$ cat src/rtl/multiplication_seq.sv
`default_nettype none
// ============================================================================
// Module      : multiplication_seq
// Description : Iterative radix-2 shift-add multiplier for the RV32M
//               MUL / MULH / MULHSU / MULHU group. Operands are converted to
//               magnitudes on accept, multiplied unsigned over 32 RUN cycles,
//               and the sign is restored in a single FIX cycle.
//               Fixed latency: start sampled in cycle 0 gives done in cycle 34.
// Revision    : 1.0 - initial release
// ----------------------------------------------------------------------------
// Ports:
//   clk     in   1      system clock, rising edge
//   rst_n   in   1      asynchronous active-low reset
//   start   in   1      request, sampled only in IDLE or DONE
//   kill    in   1      pipeline flush, abandons any operation in flight
//   Op      in   2      funct3[1:0]: 00 MUL, 01 MULH, 10 MULHSU, 11 MULHU
//   A       in   XLEN   rs1 operand
//   B       in   XLEN   rs2 operand
//   busy    out  1      high in RUN and FIX
//   done    out  1      one-cycle completion pulse (DONE state)
//   Result  out  XLEN   selected product half, held until next completion
// ============================================================================
module multiplication_seq #(
  parameter int XLEN = 32
) (
  input  logic            clk,
  input  logic            rst_n,
  input  logic            start,
  input  logic            kill,
  input  logic [1:0]      Op,
  input  logic [XLEN-1:0] A,
  input  logic [XLEN-1:0] B,
  output logic            busy,
  output logic            done,
  output logic [XLEN-1:0] Result
);

  localparam logic [1:0] c_op_mul    = 2'b00;
  localparam logic [1:0] c_op_mulh   = 2'b01;
  localparam logic [1:0] c_op_mulhsu = 2'b10;
  localparam logic [4:0] c_last_bit  = 5'd31;

  typedef enum logic [1:0] {
    IDLE = 2'd0,
    RUN  = 2'd1,
    FIX  = 2'd2,
    DONE = 2'd3
  } state_t;

  state_t              r_state;
  state_t              w_state_next;

  logic [1:0]          r_op;
  logic [XLEN-1:0]     r_mcand;      // multiplicand magnitude (from A)
  logic [XLEN-1:0]     r_mplier;     // multiplier magnitude (from B)
  logic                r_neg;        // final product must be negated
  logic [2*XLEN-1:0]   r_acc;        // unsigned partial-product accumulator
  logic [4:0]          r_count;      // multiplier bit being processed
  logic [XLEN-1:0]     r_result;

  logic                w_accept;
  logic                w_a_signed;
  logic                w_b_signed;
  logic                w_a_neg;
  logic                w_b_neg;
  logic [XLEN-1:0]     w_a_mag;
  logic [XLEN-1:0]     w_b_mag;
  logic [2*XLEN-1:0]   w_addend;
  logic [2*XLEN-1:0]   w_prod_fixed;

  // --------------------------------------------------------------------------
  // Operand conditioning on accept.
  // Only the signed interpretations take a magnitude; 0x80000000 negates to
  // itself, which is exactly the right magnitude when read as unsigned.
  // MUL treats both operands as unsigned: the low half of the product is the
  // same for signed and unsigned operands, so no sign handling is needed.
  // --------------------------------------------------------------------------
  always_comb begin
    w_accept   = 1'b0;
    w_a_signed = (Op == c_op_mulh) || (Op == c_op_mulhsu);
    w_b_signed = (Op == c_op_mulh);
    w_a_neg    = w_a_signed & A[XLEN-1];
    w_b_neg    = w_b_signed & B[XLEN-1];
    w_a_mag    = w_a_neg ? (~A + 1'b1) : A;
    w_b_mag    = w_b_neg ? (~B + 1'b1) : B;
    if (((r_state == IDLE) || (r_state == DONE)) && start && !kill) begin
      w_accept = 1'b1;
    end
  end

  // --------------------------------------------------------------------------
  // Shift-add step and sign restoration.
  // --------------------------------------------------------------------------
  always_comb begin
    w_addend     = '0;
    w_prod_fixed = r_acc;
    if (r_mplier[r_count]) begin
      w_addend = {{XLEN{1'b0}}, r_mcand} << r_count;
    end
    if (r_neg) begin
      w_prod_fixed = ~r_acc + 1'b1;
    end
  end

  // --------------------------------------------------------------------------
  // FSM state register
  // --------------------------------------------------------------------------
  always_ff @(posedge clk or negedge rst_n) begin
    if (!rst_n) begin
      r_state <= IDLE;
    end else begin
      r_state <= w_state_next;
    end
  end

  // --------------------------------------------------------------------------
  // FSM next state and outputs. kill wins over everything, including a start
  // in IDLE/DONE, and never produces a done pulse.
  // --------------------------------------------------------------------------
  always_comb begin
    w_state_next = r_state;
    busy         = 1'b0;
    done         = 1'b0;
    case (r_state)
      IDLE: begin
        if (w_accept) begin
          w_state_next = RUN;
        end else begin
          w_state_next = IDLE;
        end
      end
      RUN: begin
        busy = 1'b1;
        if (kill) begin
          w_state_next = IDLE;
        end else if (r_count == c_last_bit) begin
          w_state_next = FIX;
        end
      end
      FIX: begin
        busy = 1'b1;
        if (kill) begin
          w_state_next = IDLE;
        end else begin
          w_state_next = DONE;
        end
      end
      DONE: begin
        done = 1'b1;
        // Back-to-back start goes straight to RUN with no idle bubble.
        if (w_accept) begin
          w_state_next = RUN;
        end else begin
          w_state_next = IDLE;
        end
      end
      default: begin
        w_state_next = IDLE;
      end
    endcase
  end

  // --------------------------------------------------------------------------
  // Datapath registers
  // --------------------------------------------------------------------------
  always_ff @(posedge clk or negedge rst_n) begin
    if (!rst_n) begin
      r_op     <= c_op_mul;
      r_mcand  <= '0;
      r_mplier <= '0;
      r_neg    <= 1'b0;
      r_acc    <= '0;
      r_count  <= '0;
      r_result <= '0;
    end else begin
      if (w_accept) begin
        r_op     <= Op;
        r_mcand  <= w_a_mag;
        r_mplier <= w_b_mag;
        r_neg    <= w_a_neg ^ w_b_neg;
        r_acc    <= '0;
        r_count  <= '0;
      end else if ((r_state == RUN) && !kill) begin
        r_acc   <= r_acc + w_addend;
        r_count <= r_count + 1'b1;
      end

      // Result only moves on the edge that enters DONE.
      if ((r_state == FIX) && !kill) begin
        if (r_op == c_op_mul) begin
          r_result <= w_prod_fixed[XLEN-1:0];
        end else begin
          r_result <= w_prod_fixed[2*XLEN-1:XLEN];
        end
      end
    end
  end

  assign Result = r_result;

endmodule
`default_nettype wire

$ cat config.mk
export PLATFORM = sky130hd
export DESIGN_NAME = multiplication_seq
export DESIGN_NICKNAME = d
export VERILOG_FILES = /design/src/rtl/multiplication_seq.sv
export SDC_FILE = /design/constraint.sdc
export NUM_CORES = 1
export LEC_CHECK = 0
export CAP_MARGIN = 20
export CORE_ASPECT_RATIO = 1.2
export CORE_MARGIN = 5
export CORE_UTILIZATION = 45
export CTS_CLUSTER_SIZE = 30
export DETAILED_ROUTE_END_ITERATION = 6
export GPL_ROUTABILITY_DRIVEN = 0
export SLEW_MARGIN = 20
export SYNTH_ARGS = -nofsm -noshare
export SYNTH_HDL_FRONTEND = slang
export SYNTH_SLANG_ARGS = --single-unit
export TNS_END_PERCENT = 20
$ cat constraint.sdc
create_clock -name clk -period 7.7 [get_ports clk]
set_clock_uncertainty 0.1 [all_clocks]
set_input_delay 0.77 -clock clk [delete_from_list [all_inputs] [get_ports clk]]
set_output_delay 0.77 -clock clk [all_outputs]
set_load 0.005 [all_outputs]
== Word level (Yosys, flattened, before mapping) ==
Cells that the tools add are included.

* Bits of input ports: 70
* Register bits after elaboration: 170
* Output and inout bits: 34
* Logic and storage cells: 59

* Order comparisons: 1
* Mux-type cells: 19
* Equality and inequality tests: 7
* Bitwise operators: 6
* Shift operators: 1
* Reduce and logical (&&, ||, !) cells: 12
* Add/sub/neg operators: 5

{| class="wikitable"
|+ Operators with widths
! operator !! number
|-
| two-way mux 64 bit || 4
|-
| two-way mux 32 bit || 3
|-
| adder 32 x 1 -> 32 bit, second input constant || 2
|-
| adder 64 x 1 -> 64 bit, second input constant || 1
|-
| adder 64 bit || 1
|-
| NOT 32 bit || 2
|-
| NOT 64 bit || 1
|-
| << shifter 32 x 5 -> 64 bit || 1
|-
| two-way mux 5 bit || 2
|-
| equality test 2 bit, second input constant || 3
|-
| less-than comparator 5 x 6 -> 1 bit, second input constant || 1
|-
| two-way mux 2 bit || 3
|-
| case mux 2 bit (3 select lines) || 1
|-
| adder 5 x 1 -> 5 bit, second input constant || 1
|-
| binary-select mux 1 bit (select 5 bit) || 1
|-
| equality test 5 bit, second input constant || 1
|-
| two-way mux 1 bit || 5
|-
| equality test 2 x 1 -> 1 bit, second input constant || 2
|-
| logical AND 1 bit || 4
|-
| logical NOT 2 bit || 2
|-
| OR reduction 2 bit || 2
|-
| inequality test 3 bit, second input constant || 1
|-
| AND 1 bit || 2
|-
| logical OR 1 bit || 2
|-
| other kinds (3) || 3
|}

== Longest topological paths before layout ==
Gate-level depths: netlist (run 1).

* Word-level depth: 7
* Mapped depth: 23
* Mapped depth without buffers: 19

== Worst setup path after synthesis (run 1) ==
OpenSTA, ideal clock, no wires.

* Path type: register to register
* From: reg r_count[0]
* To: reg r_acc[60]
* Clock period less this slack: 4.899 ns
* Data arrival time: 4.716 ns
* Buffers on the path: 5
* Setup time: 0.083 ns
* Slack: 2.801 ns
* Stages on the path, launching flop included: 21
* Required time: 7.517 ns
* Cell sequence: dfrtp_1 buf_2 buf_2 mux4_2 mux4_2 nand2_1 and2_0 clkbuf_1 buf_2 a211oi_1 ha_1 clkbuf_1 and4_1 nand2b_1 or4_1 nor3_1 a31oi_1 o31ai_1 a31oi_1 xor2_1 o21ai_0

* Longest elaborated chain between the ends: 6
* Elaborated cells between the ends (all ways): 7
* Those cells by class: add/sub: 1; shift: 1; mux: 5

{| class="wikitable"
|+ Ends and longest elaborated chain
! item !! line !! source
|-
| from (decl) || 58 || <nowiki>logic [4:0] r_count;</nowiki>
|-
| from (signal assigned) || 185 || <nowiki>r_count <= r_count + 1'b1;</nowiki>
|-
| binary-select mux 1 bit (select 5 bit) || 97 || <nowiki>if (r_mplier[r_count]) begin</nowiki>
|-
| two-way mux 1 bit (implied by the code) || 97 ||
|-
| two-way mux 64 bit * || 97 ||
|-
| adder 64 bit * || 184 || <nowiki>r_acc <= r_acc + w_addend;</nowiki>
|-
| two-way mux 64 bit * || 183 || <nowiki>end else if ((r_state == RUN) && !kill) begin</nowiki>
|-
| two-way mux 64 bit * || 176 || <nowiki>if (w_accept) begin</nowiki>
|-
| to (signal assigned) || 184 ||
|-
| to (decl) || 57 || <nowiki>logic [2*XLEN-1:0] r_acc;</nowiki>
|}

Every way passes the cells marked *; elsewhere a longest branch is shown, timed or not. The select of a mux whose other input is x is not followed.
A chain may end at the register's enable or synchronous reset.

== Worst setup path in the final report (run 1) ==
Same ends and word-level chain as after synthesis.

==> impl_metrics.prom, run 1 <==
# TYPE chip_impl_metric gauge
chip_impl_info{name="outcome",value="completed"} 1
chip_impl_metric{name="core.rowCount",unit=""} 73
chip_impl_metric{name="static-leakage-power",unit="uW"} 0.006944
chip_impl_metric{name="die_w",unit="um"} 177.3
chip_impl_metric{name="critical_path_arrival",unit="ns"} 6.07
chip_impl_metric{name="total_power",unit="uW"} 6855
chip_impl_metric{name="setup_viol",unit=""} 0
chip_impl_metric{name="drv_cap",unit=""} 0
chip_impl_info{name="crit_chain",value="buf_4, mux4_2, nand2_1, o21ai_0, o21ai_0, nor2_1, a21oi_1, nor2_1, ha_1, nand4_1, nand2b_1, or4_1, nor3_1, a31oi_1, o31ai_1, a31oi_1, xor2_1, o21ai_0"} 1
chip_impl_metric{name="pwr_density_cell",unit="nW/um2"} 402.8
chip_impl_metric{name="r2r_setup_slack",unit="ns"} 1.89
chip_impl_info{name="synth-main-ff-cell",value="sky130_fd_sc_hd__dfrtp_1"} 1
chip_impl_metric{name="synth_async_sr_flop_share",unit=""} 1.000
chip_impl_info{name="synth_most_common_cell",value="sky130_fd_sc_hd__nand2_1"} 1
chip_impl_metric{name="achievable-frequency",unit="MHz"} 172.2
chip_impl_metric{name="yosysUniqueCellTypes",unit=""} 75
chip_impl_metric{name="final_net_count",unit=""} 2076
chip_impl_metric{name="synth.yosys.warnings",unit=""} 0
chip_impl_metric{name="power.internal",unit="uW"} 3351
chip_impl_info{name="crit_path_end_kind",value="flop"} 1
chip_impl_metric{name="post_cts_resized",unit=""} 0
chip_impl_metric{name="layout_worst_path_cycle_share",unit=""} 0.7541
chip_impl_metric{name="vdd.ir_drop.worst",unit="mV"} 0.1954
chip_impl_metric{name="post_cts_hold_buffer_count",unit=""} 0
chip_impl_metric{name="post-route-drc-count",unit=""} 0
chip_impl_info{name="r2r-start",value="r_count[0]"} 1
chip_impl_metric{name="route.vias.total",unit=""} 14015
chip_impl_metric{name="path_buf_inv",unit=""} 1
chip_impl_metric{name="postCtsSetupRepairBufs",unit=""} 0
chip_impl_metric{name="rr_worst_depth",unit=""} 18
chip_impl_metric{name="cts_max_level",unit=""} 4
chip_impl_metric{name="mean_area_per_synthesized_cell",unit="um2"} 7.939
chip_impl_metric{name="die-area",unit="um2"} 37350
chip_impl_info{name="synth_top_cell_by_area",value="sky130_fd_sc_hd__dfrtp_1"} 1
chip_impl_info{name="post_synth_main_area_contributors",value="sky130_fd_sc_hd__dfrtp_1 (28%), sky130_fd_sc_hd__nand2_1 (7.5%), sky130_fd_sc_hd__o21ai_0 (7.3%), sky130_fd_sc_hd__ha_1 (6.0%), sky130_fd_sc_hd__xnor2_1 (5.3%)"} 1
chip_impl_metric{name="grt_total_usage",unit=""} 0.2455
chip_impl_info{name="critical_path.slowest_cell",value="sky130_fd_sc_hd__mux4_2"} 1
chip_impl_info{name="clock_root_buffer",value="sky130_fd_sc_hd__clkbuf_16"} 1
chip_impl_metric{name="floorplan.io_pins",unit=""} 104
chip_impl_metric{name="cts-buffers-inserted",unit=""} 17
chip_impl_metric{name="vias_in_the_first_global_route",unit=""} 13734
chip_impl_metric{name="floorplan.core_area",unit="um2"} 33160
chip_impl_metric{name="post_route_cells_drive_above_1_share",unit=""} 0.06324
chip_impl_metric{name="deepest_clock_path_buffer_count",unit=""} 2
chip_impl_metric{name="drt.antenna.violating_nets",unit=""} 0
chip_impl_info{name="cpMostUsedCell",value="sky130_fd_sc_hd__o21ai_0"} 1
chip_impl_metric{name="fin_hold_ws",unit="ns"} 0.3289
chip_impl_metric{name="maximum_number_of_pins_on_one_net_before_global_route_repair",unit=""} 130
chip_impl_info{name="hold_path_class",value="in -> async"} 1
chip_impl_metric{name="viasPerCell",unit=""} 5.852
chip_impl_metric{name="tightest_slew",unit="ns"} 1.023
chip_impl_metric{name="netSwitchingFraction",unit=""} 0.5112
chip_impl_metric{name="synthesis.instances",unit=""} 1903
chip_impl_metric{name="count_of_inserted_antenna_diode_cells",unit=""} 0
chip_impl_metric{name="power.switching",unit="uW"} 3504
chip_impl_metric{name="area_growth_syn_to_layout",unit="%"} 12.65
chip_impl_metric{name="synth_seq_cells",unit=""} 170
chip_impl_info{name="grt_setup_unrepaired",value="false"} 1
chip_impl_metric{name="share_clk_of_total_power",unit=""} 0.130
chip_impl_metric{name="grt-ovfl-total",unit=""} 0
chip_impl_metric{name="synth_edf_count",unit=""} 0
chip_impl_metric{name="final.min_clock_period",unit="ns"} 5.806
chip_impl_metric{name="final-max-slew-violation-count",unit=""} 0
chip_impl_metric{name="floorplan.initialDensity",unit=""} 0.4556
chip_impl_info{name="critical_path_class",value="reg -> reg"} 1
chip_impl_metric{name="share_seq_of_total_power",unit=""} 0.235
chip_impl_metric{name="final_util",unit=""} 0.5133
chip_impl_metric{name="synth_seq_area_share",unit=""} 0.2816
chip_impl_metric{name="cts.clk_slew.worst_paths",unit="ns"} 0.07
chip_impl_metric{name="max-slew-margin-rel",unit=""} 0.3179
chip_impl_metric{name="drt_wl_total",unit="um"} 45560
chip_impl_metric{name="global_route_wire_length_before_repair",unit="um"} 73640
chip_impl_metric{name="drt_iter0_drc",unit=""} 1117
chip_impl_metric{name="sinks_on_clock_net",unit=""} 170
chip_impl_info{name="tritoncts",value="done"} 1
chip_impl_info{name="worst_path_dominant_cell_family",value="compound AO/OA/AOI/OAI gates"} 1
chip_impl_info{name="reg2reg_to",value="r_acc[60]"} 1
chip_impl_metric{name="post-synth-top-area-fraction",unit=""} 0.2816
chip_impl_metric{name="max_stage_delay",unit="ns"} 0.62
chip_impl_metric{name="firstDrtPassIters",unit=""} 5
chip_impl_metric{name="final.setup.tns",unit="ns"} 0
chip_impl_metric{name="mapped_cell_area",unit="um2"} 15110
chip_impl_metric{name="synth.net_count",unit=""} 2047
chip_impl_metric{name="clkLatencyLatePin",unit="ns"} 0.45
chip_impl_metric{name="timing.final.hold_violations",unit=""} 0
chip_impl_info{name="start_kind",value="flop"} 1
chip_impl_metric{name="die-height",unit="um"} 210.7
chip_impl_metric{name="routed_wire_length_per_instance",unit="um"} 19.02
chip_impl_metric{name="place_hpwl",unit="um"} 36180
chip_impl_metric{name="cp_data_required_time",unit="ns"} 7.96
chip_impl_metric{name="port_buffers",unit=""} 103
chip_impl_metric{name="worst-path-max-fanout",unit=""} 44
chip_impl_metric{name="antenna_found_initial",unit=""} 0
chip_impl_metric{name="comb_power_share",unit=""} 0.635
chip_impl_info{name="most_frequent_cells_after_synthesis",value="sky130_fd_sc_hd__nand2_1 (302), sky130_fd_sc_hd__o21ai_0 (219), sky130_fd_sc_hd__dfrtp_1 (170)"} 1
worst reg2reg max path, delay by kind of cell (launching register included):
kind | cells | cell delay, ns
buffers and inverters | 1 | 0.56
adder cells (fa/ha/maj) | 1 | 0.43
AO/OA/AOI/OAI | 7 | 2.02
AND/OR/NAND/NOR | 7 | 1.23
flip-flops | 1 | 0.54
multiplexers | 1 | 0.65
XOR/XNOR | 1 | 0.18
metrics by stage:
stage / instance area (um2) / cells / worst slack, ns
6_report: 17020 / 2395 / 1.894
5_1_grt: 17020 / 2395 / 1.600
4_1_cts: 17010 / 2395 / 1.933
3_5_place_dp: 16410 / 2363 / 1.966
3_3_place_gp: 16410 / 2363 / 2.002
2_1_floorplan: 15110 / 1903 / 2.801
final cells by class:
class,count,area (um2)
fillers,3246,16140
multi-input cells,1586,10310
flip-flops and latches,170,4263
repair buffers,115,1129
well taps,450,563.0
clock buffers,18,439.2
clock inverters,14,160.2
inverters,42,157.7
worst max-delay path by stage:
stage	startpoint	depth (start not counted)	slack, ns	to
6_report	r_count[0]	18	1.89	r_acc[60]
5_1_grt	r_count[0]	17	1.60	r_acc[47]
4_1_cts	r_count[0]	18	1.93	r_acc[60]
3_5_place_dp	r_count[0]	18	1.97	r_acc[60]
3_3_place_gp	r_count[0]	18	2.00	r_acc[60]
2_1_floorplan	r_count[0]	20	2.80	r_acc[60]
placed cells by master, fill, tap and decap left out, drive strengths merged, types with 47 or more instances in the layout:
cell type / Yosys / routed
a21oi: 143 / 143
clkdlybuf4s50: 0 / 102
dfrtp: 170 / 170
xnor2: 92 / 92
xor2: 85 / 85
nand2: 303 / 303
inv: 41 / 47
nor2: 160 / 160
ha: 73 / 73
o21ai: 230 / 230
cell families after synthesis:
kind of cell,after synthesis,synth area share
XOR/XNOR,177,0.1026
flip-flops,170,0.2816
adder cells (fa/ha/maj),74,0.06179
AND/OR/NAND/NOR,687,0.2098
multiplexers,85,0.08183
buffers and inverters,147,0.03735
AO/OA/AOI/OAI,563,0.2250
power groups by stage:
stage / Clock (uW) / Combinational, uW / Sequential, uW
after floorplan: 0 / 3100 / 1440
after global placement: 0 / 4260 / 1610
after detailed placement: 0 / 4310 / 1620
after CTS: 910 / 4330 / 1600
after global routing: 949 / 4740 / 1660
final: 891 / 4360 / 1610
registers in the layout, indices dropped and copies added (netlist names):
signal	flops
r_mcand	32
r_mplier	32
r_acc	64
r_state	2
r_op	2
r_neg	1
r_count	5
Result	32
routing by layer:
metal  wire [um]  share of wire  global-route usage  vias up
li1            -              -                   -     6897
met1       19650           0.43              0.3220     6542
met2       20880           0.46              0.3934      471
met3        2570          0.056             0.03204      105
met4        2463          0.054              0.1355        0
met5           0              0                   0        -
Power figures use the tool's default switching activity.
==> run 2, diff against run 1 <==
--- a/config.mk
+++ b/config.mk
@@ -12,6 +12,7 @@
 export CTS_CLUSTER_SIZE = 30
 export DETAILED_ROUTE_END_ITERATION = 6
 export GPL_ROUTABILITY_DRIVEN = 0
+export PLACE_DENSITY = 0.66
 export SLEW_MARGIN = 20
 export SYNTH_ARGS = -nofsm -noshare
 export SYNTH_HDL_FRONTEND = slang
==> constraint.sdc (replaced) <==
create_clock -name clk -period 4.94 [get_ports clk]
set_clock_uncertainty 0.1 [all_clocks]
set_input_delay 0.494 -clock clk [delete_from_list [all_inputs] [get_ports clk]]
set_output_delay 0.494 -clock clk [all_outputs]
set_load 0.005 [all_outputs]
==> run 2 against run 1 <==
First-iteration DRC count grew 22%; utilization grew 2.5 points; worst setup slack lost 1.7 ns; global-route usage shrank 0.22 points; via count grew 3.9%; fmax grew 21%; die area is the same; flip-flop and latch count is the same; power grew 63%; sequential share of layout area shrank 1.2 points; hold slack lost 0.32 ns; clock power grew 52%; largest power group unchanged.
==> impl_metrics.prom, run 2 (same netlist as run 1, synthesis figures left out) <==
# TYPE chip_impl_metric gauge
chip_impl_info{name="outcome",value="completed"} 1
chip_impl_metric{name="grt_total_usage",unit=""} 0.2433
chip_impl_info{name="crit_path_end_kind",value="flop"} 1
chip_impl_info{name="critical_path_class",value="reg -> reg"} 1
chip_impl_metric{name="viasPerCell",unit=""} 5.850
chip_impl_metric{name="global_route_wire_length_before_repair",unit="um"} 73090
chip_impl_metric{name="drt_iter0_drc",unit=""} 1358
chip_impl_metric{name="die-height",unit="um"} 210.7
chip_impl_metric{name="sinks_on_clock_net",unit=""} 170
chip_impl_metric{name="cts_max_level",unit=""} 4
chip_impl_metric{name="vias_in_the_first_global_route",unit=""} 13897
chip_impl_metric{name="final.min_clock_period",unit="ns"} 4.784
chip_impl_metric{name="cts-buffers-inserted",unit=""} 17
chip_impl_metric{name="timing.final.hold_violations",unit=""} 0
chip_impl_metric{name="clkLatencyLatePin",unit="ns"} 0.45
chip_impl_metric{name="finish.instance_area",unit="um2"} 17850
chip_impl_metric{name="largest_register_ffs",unit=""} 64
chip_impl_info{name="start_kind",value="flop"} 1
chip_impl_metric{name="post-route-drc-count",unit=""} 0
chip_impl_metric{name="rr_worst_depth",unit=""} 20
chip_impl_metric{name="maximum_number_of_pins_on_one_net_before_global_route_repair",unit=""} 111
chip_impl_info{name="clock_root_buffer",value="sky130_fd_sc_hd__clkbuf_16"} 1
chip_impl_metric{name="area_growth_syn_to_layout",unit="%"} 18.15
chip_impl_metric{name="core.rowCount",unit=""} 73
chip_impl_metric{name="floorplan.io_pins",unit=""} 104
chip_impl_metric{name="port_buffers",unit=""} 103
chip_impl_info{name="grt_setup_unrepaired",value="true"} 1
chip_impl_metric{name="achievable-frequency",unit="MHz"} 209.0
chip_impl_metric{name="grt-ovfl-total",unit=""} 0
chip_impl_metric{name="layout_setup_ws",unit="ns"} 0.1558
chip_impl_metric{name="drt_wl_total",unit="um"} 46140
chip_impl_metric{name="cp_data_required_time",unit="ns"} 5.20
chip_impl_metric{name="final_util",unit=""} 0.5384
chip_impl_metric{name="cts.clk_slew.worst_paths",unit="ns"} 0.08
chip_impl_metric{name="final-max-slew-violation-count",unit=""} 0
chip_impl_metric{name="post_route_cells_drive_above_1_share",unit=""} 0.1133
chip_impl_metric{name="setup_viol",unit=""} 0
chip_impl_metric{name="tightest_slew",unit="ns"} 0.9480
chip_impl_metric{name="place_hpwl",unit="um"} 36490
chip_impl_metric{name="r2r_setup_slack",unit="ns"} 0.16
chip_impl_metric{name="routed_wire_length_per_instance",unit="um"} 18.55
chip_impl_metric{name="fin_hold_ws",unit="ns"} 0.004226
chip_impl_metric{name="dp_worst_setup_slack",unit="ns"} -0.03038
chip_impl_metric{name="count_of_inserted_antenna_diode_cells",unit=""} 0
chip_impl_metric{name="die-area",unit="um2"} 37350
chip_impl_metric{name="route.vias.total",unit=""} 14555
chip_impl_metric{name="antenna_found_initial",unit=""} 0
chip_impl_info{name="tritoncts",value="done"} 1
chip_impl_metric{name="floorplan.initialDensity",unit=""} 0.4556
chip_impl_metric{name="critical_path_arrival",unit="ns"} 5.05
chip_impl_metric{name="die_w",unit="um"} 177.3
chip_impl_metric{name="firstDrtPassIters",unit=""} 6
chip_impl_metric{name="placed_cell_area",unit="um2"} 17090
chip_impl_info{name="r2r-start",value="r_count[0]"} 1
chip_impl_metric{name="vdd.ir_drop.worst",unit="mV"} 0.3301
chip_impl_metric{name="layout_worst_path_cycle_share",unit=""} 0.9685
chip_impl_info{name="hold_path_class",value="in -> async"} 1
chip_impl_metric{name="drv_cap",unit=""} 0
chip_impl_metric{name="deepest_clock_path_buffer_count",unit=""} 2
chip_impl_metric{name="worst-path-max-fanout",unit=""} 21
chip_impl_metric{name="floorplan.core_area",unit="um2"} 33160
chip_impl_metric{name="static-leakage-power",unit="uW"} 0.007423
chip_impl_metric{name="post_cts_hold_buffer_count",unit=""} 0
chip_impl_info{name="most_frequent_standard_cell_in_the_layout_excluding_fill_and_tap_cells",value="sky130_fd_sc_hd__nand2_1"} 1
chip_impl_info{name="reg2reg_to",value="r_acc[56]"} 1
chip_impl_info{name="top_register",value="r_acc"} 1
chip_impl_metric{name="pwr_density_cell",unit="nW/um2"} 627.0
chip_impl_metric{name="final_net_count",unit=""} 2169
chip_impl_info{name="commonest_cells_after_routing_fill_and_taps_aside",value="sky130_fd_sc_hd__nand2_1 (302), sky130_fd_sc_hd__o21ai_0 (215), sky130_fd_sc_hd__dfrtp_1 (165)"} 1
chip_impl_metric{name="drt.antenna.violating_nets",unit=""} 0
chip_impl_metric{name="max-slew-margin-rel",unit=""} 0.3680
run 2: what timing repair did:
item / CTS / global route
cloned: 0 / 1
buffers inserted: 1 / 6
setup endpoints to repair: 3 / 20
pin swaps: 0 / 4
resized for setup: 1 / 25
run 2: cell type report:
class | instances | area, um2
timing repair buffer | 208 | 1908
multi-input combinational | 1586 | 10380
clock inverter | 15 | 153.9
sequential | 170 | 4260
tap | 450 | 563.0
fill | 3126 | 15310
clock buffer | 17 | 425.4
inverter | 42 | 157.7
run 2: where the power goes:
group,total (uW),leakage (uW),switching (uW),internal [uW]
Sequential,2460,0.00222,581,1880
Combinational,7380,0.00492,4340,3040
Clock,1350,0.000277,676,675
run 2: worst max path at each step:
stage / from / endpoint
5_1_grt: r_count[0] / r_acc[61]
3_3_place_gp: r_count[0] / r_acc[60]
3_5_place_dp: r_count[0] / r_acc[56]
6_report: r_count[0] / r_acc[56]
2_1_floorplan: r_count[0] / r_acc[60]
4_1_cts: r_count[0] / r_acc[56]
run 2: metal layers:
| metal | global-route usage | routed length, um |
|---|---|---|
| met1 | 0.3201 | 19790 |
| met2 | 0.3983 | 21380 |
| met3 | 0.03455 | 2687 |
| met4 | 0.1110 | 2290 |
| met5 | 0 | 0 |
run 2: metrics by stage:
step / total power (uW) / setup TNS (ns) / instances
after floorplan: 7077 / 0 / 1903
after global placement: 9519 / -0.003770 / 2448
after detailed placement: 9631 / -0.05050 / 2448
after CTS: 11030 / 0 / 2481
after global routing: 11920 / -0.04087 / 2488
final: 11190 / 0 / 2488
run 2: critical path: stages, from the launching register on:
cell and delay [ns]:
sky130_fd_sc_hd__dfrtp_2 0.38, sky130_fd_sc_hd__buf_12 0.16, sky130_fd_sc_hd__mux4_2 0.51, sky130_fd_sc_hd__mux4_2 0.49
sky130_fd_sc_hd__nand2_1 0.11, sky130_fd_sc_hd__and2_1 0.18, sky130_fd_sc_hd__buf_4 0.17, sky130_fd_sc_hd__buf_12 0.15
sky130_fd_sc_hd__nor2_1 0.07, sky130_fd_sc_hd__ha_1 0.33, sky130_fd_sc_hd__buf_4 0.13, sky130_fd_sc_hd__nand4_1 0.12
sky130_fd_sc_hd__nand2b_1 0.20, sky130_fd_sc_hd__or4_4 0.44, sky130_fd_sc_hd__nor3_4 0.17, sky130_fd_sc_hd__a31oi_4 0.16
sky130_fd_sc_hd__o31ai_2 0.27, sky130_fd_sc_hd__buf_4 0.16, sky130_fd_sc_hd__a21oi_1 0.07, sky130_fd_sc_hd__xor2_1 0.14
sky130_fd_sc_hd__o21ai_0 0.18
==> run 3, diff against run 2 <==
--- a/config.mk
+++ b/config.mk
@@ -17,4 +17,4 @@
 export SYNTH_ARGS = -nofsm -noshare
 export SYNTH_HDL_FRONTEND = slang
 export SYNTH_SLANG_ARGS = --single-unit
-export TNS_END_PERCENT = 20
+export TNS_END_PERCENT = 5
==> run 3 against run 2 <==
The run now ends with design-rule violations left; non-clock buffer count fell by 7; clock-buffer cell count did not move; register-to-register slack barely moved; first-iteration DRC count fell by 1.6%; worst setup slack got worse by 0.0025 ns; power fell by 0.44%; sequential share of layout area rose by 0.094 points; hold slack improved by 0.0030 ns; final cell count fell by 0.28%; clock power barely moved; critical path type unchanged; critical endpoint unchanged; largest cell class unchanged; highest routed layer unchanged.
==> impl_metrics.prom, run 3 (same netlist as run 1, synthesis figures left out) <==
# TYPE chip_impl_metric gauge
chip_impl_metric{name="vdd.ir_drop.worst",unit="mV"} 0.3286
chip_impl_metric{name="route.vias.total",unit=""} 14478
chip_impl_metric{name="post_cts_hold_buffer_count",unit=""} 0
chip_impl_metric{name="layout_setup_ws",unit="ns"} 0.1533
chip_impl_metric{name="layout_worst_path_cycle_share",unit=""} 0.9690
chip_impl_metric{name="total_power",unit="uW"} 11140
chip_impl_metric{name="grtUsageMet3",unit=""} 0.03455
chip_impl_metric{name="final_util",unit=""} 0.5362
chip_impl_metric{name="sinks_on_clock_net",unit=""} 170
chip_impl_metric{name="final-max-slew-violation-count",unit=""} 0
chip_impl_metric{name="global_route_wire_length_before_repair",unit="um"} 73090
chip_impl_metric{name="tightest_slew",unit="ns"} 0.9549
chip_impl_metric{name="cts_max_level",unit=""} 4
chip_impl_metric{name="core.rowCount",unit=""} 73
chip_impl_info{name="critical_path.slowest_cell",value="sky130_fd_sc_hd__mux4_2"} 1
chip_impl_info{name="grt_setup_unrepaired",value="true"} 1
chip_impl_metric{name="viasPerCell",unit=""} 5.836
chip_impl_metric{name="grt_util_met1",unit=""} 0.3201
chip_impl_metric{name="floorplan.io_pins",unit=""} 104
chip_impl_metric{name="deepest_clock_path_buffer_count",unit=""} 2
chip_impl_metric{name="grt-ovfl-total",unit=""} 0
chip_impl_metric{name="max_stage_delay",unit="ns"} 0.51
chip_impl_metric{name="area_growth_syn_to_layout",unit="%"} 17.69
chip_impl_metric{name="port_buffers",unit=""} 103
chip_impl_metric{name="die_w",unit="um"} 177.3
chip_impl_metric{name="maximum_number_of_pins_on_one_net_before_global_route_repair",unit=""} 111
chip_impl_metric{name="max-slew-margin-rel",unit=""} 0.3634
chip_impl_info{name="crit_path_end_kind",value="flop"} 1
chip_impl_metric{name="timing.final.hold_violations",unit=""} 0
chip_impl_metric{name="grt_total_usage",unit=""} 0.2433
chip_impl_metric{name="static-leakage-power",unit="uW"} 0.007388
chip_impl_metric{name="placed_cell_area",unit="um2"} 17090
chip_impl_info{name="critical_path_class",value="reg -> reg"} 1
chip_impl_metric{name="place_hpwl",unit="um"} 36490
chip_impl_info{name="globalRoute.busiestLayer",value="met2"} 1
chip_impl_info{name="start_kind",value="flop"} 1
chip_impl_metric{name="achievable-frequency",unit="MHz"} 208.9
chip_impl_info{name="cpMostUsedCell",value="sky130_fd_sc_hd__buf_4"} 1
chip_impl_metric{name="drt_iter0_drc",unit=""} 1336
chip_impl_metric{name="worst-path-max-fanout",unit=""} 21
chip_impl_metric{name="cts-buffers-inserted",unit=""} 17
chip_impl_info{name="most_frequent_standard_cell_in_the_layout_excluding_fill_and_tap_cells",value="sky130_fd_sc_hd__nand2_1"} 1
chip_impl_info{name="clock_root_buffer",value="sky130_fd_sc_hd__clkbuf_16"} 1
chip_impl_metric{name="final.setup.tns",unit="ns"} 0
chip_impl_metric{name="path_buf_inv",unit=""} 5
chip_impl_metric{name="setup_viol",unit=""} 0
chip_impl_metric{name="routed_wire_length_per_instance",unit="um"} 18.48
chip_impl_info{name="worst_path_dominant_cell_family",value="simple AND/OR/NAND/NOR gates"} 1
chip_impl_metric{name="final.min_clock_period",unit="ns"} 4.787
chip_impl_metric{name="drt_wl_total",unit="um"} 45860
chip_impl_metric{name="cp_data_required_time",unit="ns"} 5.20
chip_impl_metric{name="post-route-drc-count",unit=""} 1
chip_impl_info{name="failed_checks",value="design-rule violations"} 1
chip_impl_metric{name="vias_in_the_first_global_route",unit=""} 13897
chip_impl_metric{name="final_net_count",unit=""} 2162
chip_impl_metric{name="cts.clk_slew.worst_paths",unit="ns"} 0.08
chip_impl_info{name="hold_path_class",value="in -> async"} 1
chip_impl_metric{name="finish.instance_area",unit="um2"} 17780
chip_impl_info{name="crit_chain",value="buf_12, mux4_2, mux4_2, nand2_1, and2_1, buf_4, buf_12, nor2_1, ha_1, buf_4, nand4_1, nand2b_1, or4_1, nor3_4, a31oi_4, o31ai_1, buf_4, a21oi_1, xor2_1, o21ai_0"} 1
chip_impl_metric{name="clkLatencyLatePin",unit="ns"} 0.45
chip_impl_metric{name="drt.antenna.violating_nets",unit=""} 0
chip_impl_metric{name="die-area",unit="um2"} 37350
chip_impl_metric{name="use_met2",unit=""} 0.3983
chip_impl_info{name="outcome",value="finished, violations left"} 1
chip_impl_metric{name="critical_path_arrival",unit="ns"} 5.05
chip_impl_metric{name="drv_cap",unit=""} 0
chip_impl_metric{name="floorplan.initialDensity",unit=""} 0.4556
chip_impl_metric{name="die-height",unit="um"} 210.7
chip_impl_metric{name="dp_worst_setup_slack",unit="ns"} -0.03038
chip_impl_info{name="commonest_cells_after_routing_fill_and_taps_aside",value="sky130_fd_sc_hd__nand2_1 (302), sky130_fd_sc_hd__o21ai_0 (214), sky130_fd_sc_hd__dfrtp_1 (165)"} 1
chip_impl_metric{name="antenna_found_initial",unit=""} 0
chip_impl_metric{name="largest_register_ffs",unit=""} 64
chip_impl_metric{name="post_route_cells_drive_above_1_share",unit=""} 0.1098
chip_impl_metric{name="count_of_inserted_antenna_diode_cells",unit=""} 0
chip_impl_metric{name="firstDrtPassIters",unit=""} 7
chip_impl_metric{name="pwr_density_cell",unit="nW/um2"} 626.7
chip_impl_info{name="tritoncts",value="done"} 1
chip_impl_metric{name="floorplan.core_area",unit="um2"} 33160
chip_impl_info{name="top_register",value="r_acc"} 1
-- run 3: worst paths after layout --
| kind | start | endpoint | slack (ns) | cells after the start |
|---|---|---|---|---|
| max | r_count[0] | r_acc[56] | 0.15 | 20 |
| min | rst_n | Result[7] | 0.007 | 1 |
| max reg2reg | r_count[0] | r_acc[56] | 0.15 | 20 |
| min reg2reg | Result[19] | Result[19] | 0.37 | 2 |
| max in group asynchronous | rst_n | r_acc[50] | 3.57 | 2 |
| min in group clk | Result[19] | Result[19] | 0.37 | 2 |
-- run 3: layout make-up --
class,instances,area [um2]
Multi-Input combinational cell,1586,10380
Clock inverter,15,153.9
Fill cell,3132,15380
Clock buffer,17,425.4
Inverter,42,157.7
Timing Repair Buffer,201,1838
Sequential cell,170,4260
Tap cell,450,563.0
-- run 3: metrics by stage --
| step | hold WS [ns] | cells |
|---|---|---|
| final | 0.007262 | 2481 |
| after global routing | 0.07568 | 2481 |
| after CTS | 0.03964 | 2481 |
| after detailed placement | 0.3619 | 2448 |
| after global placement | 0.3583 | 2448 |
| after floorplan | 0.09841 | 1903 |
-- run 3: what timing repair did --
action	in CTS	in global routing
endpoints found under the setup margin	3	20
setup buffers	1	0
gates resized for setup	1	25
-- run 3: report_power, final --
part | internal, uW | leakage (uW) | switching (uW) | total (uW)
Combinational | 3010 | 0.00489 | 4330 | 7340
Sequential | 1880 | 0.00222 | 577 | 2450
Clock | 676 | 0.000277 | 678 | 1350
-- run 3: layer usage --
layer	share of wire	routed length, um
met1	0.43	19710
met5	0	0
met3	0.058	2676
met4	0.050	2276
met2	0.46	21200
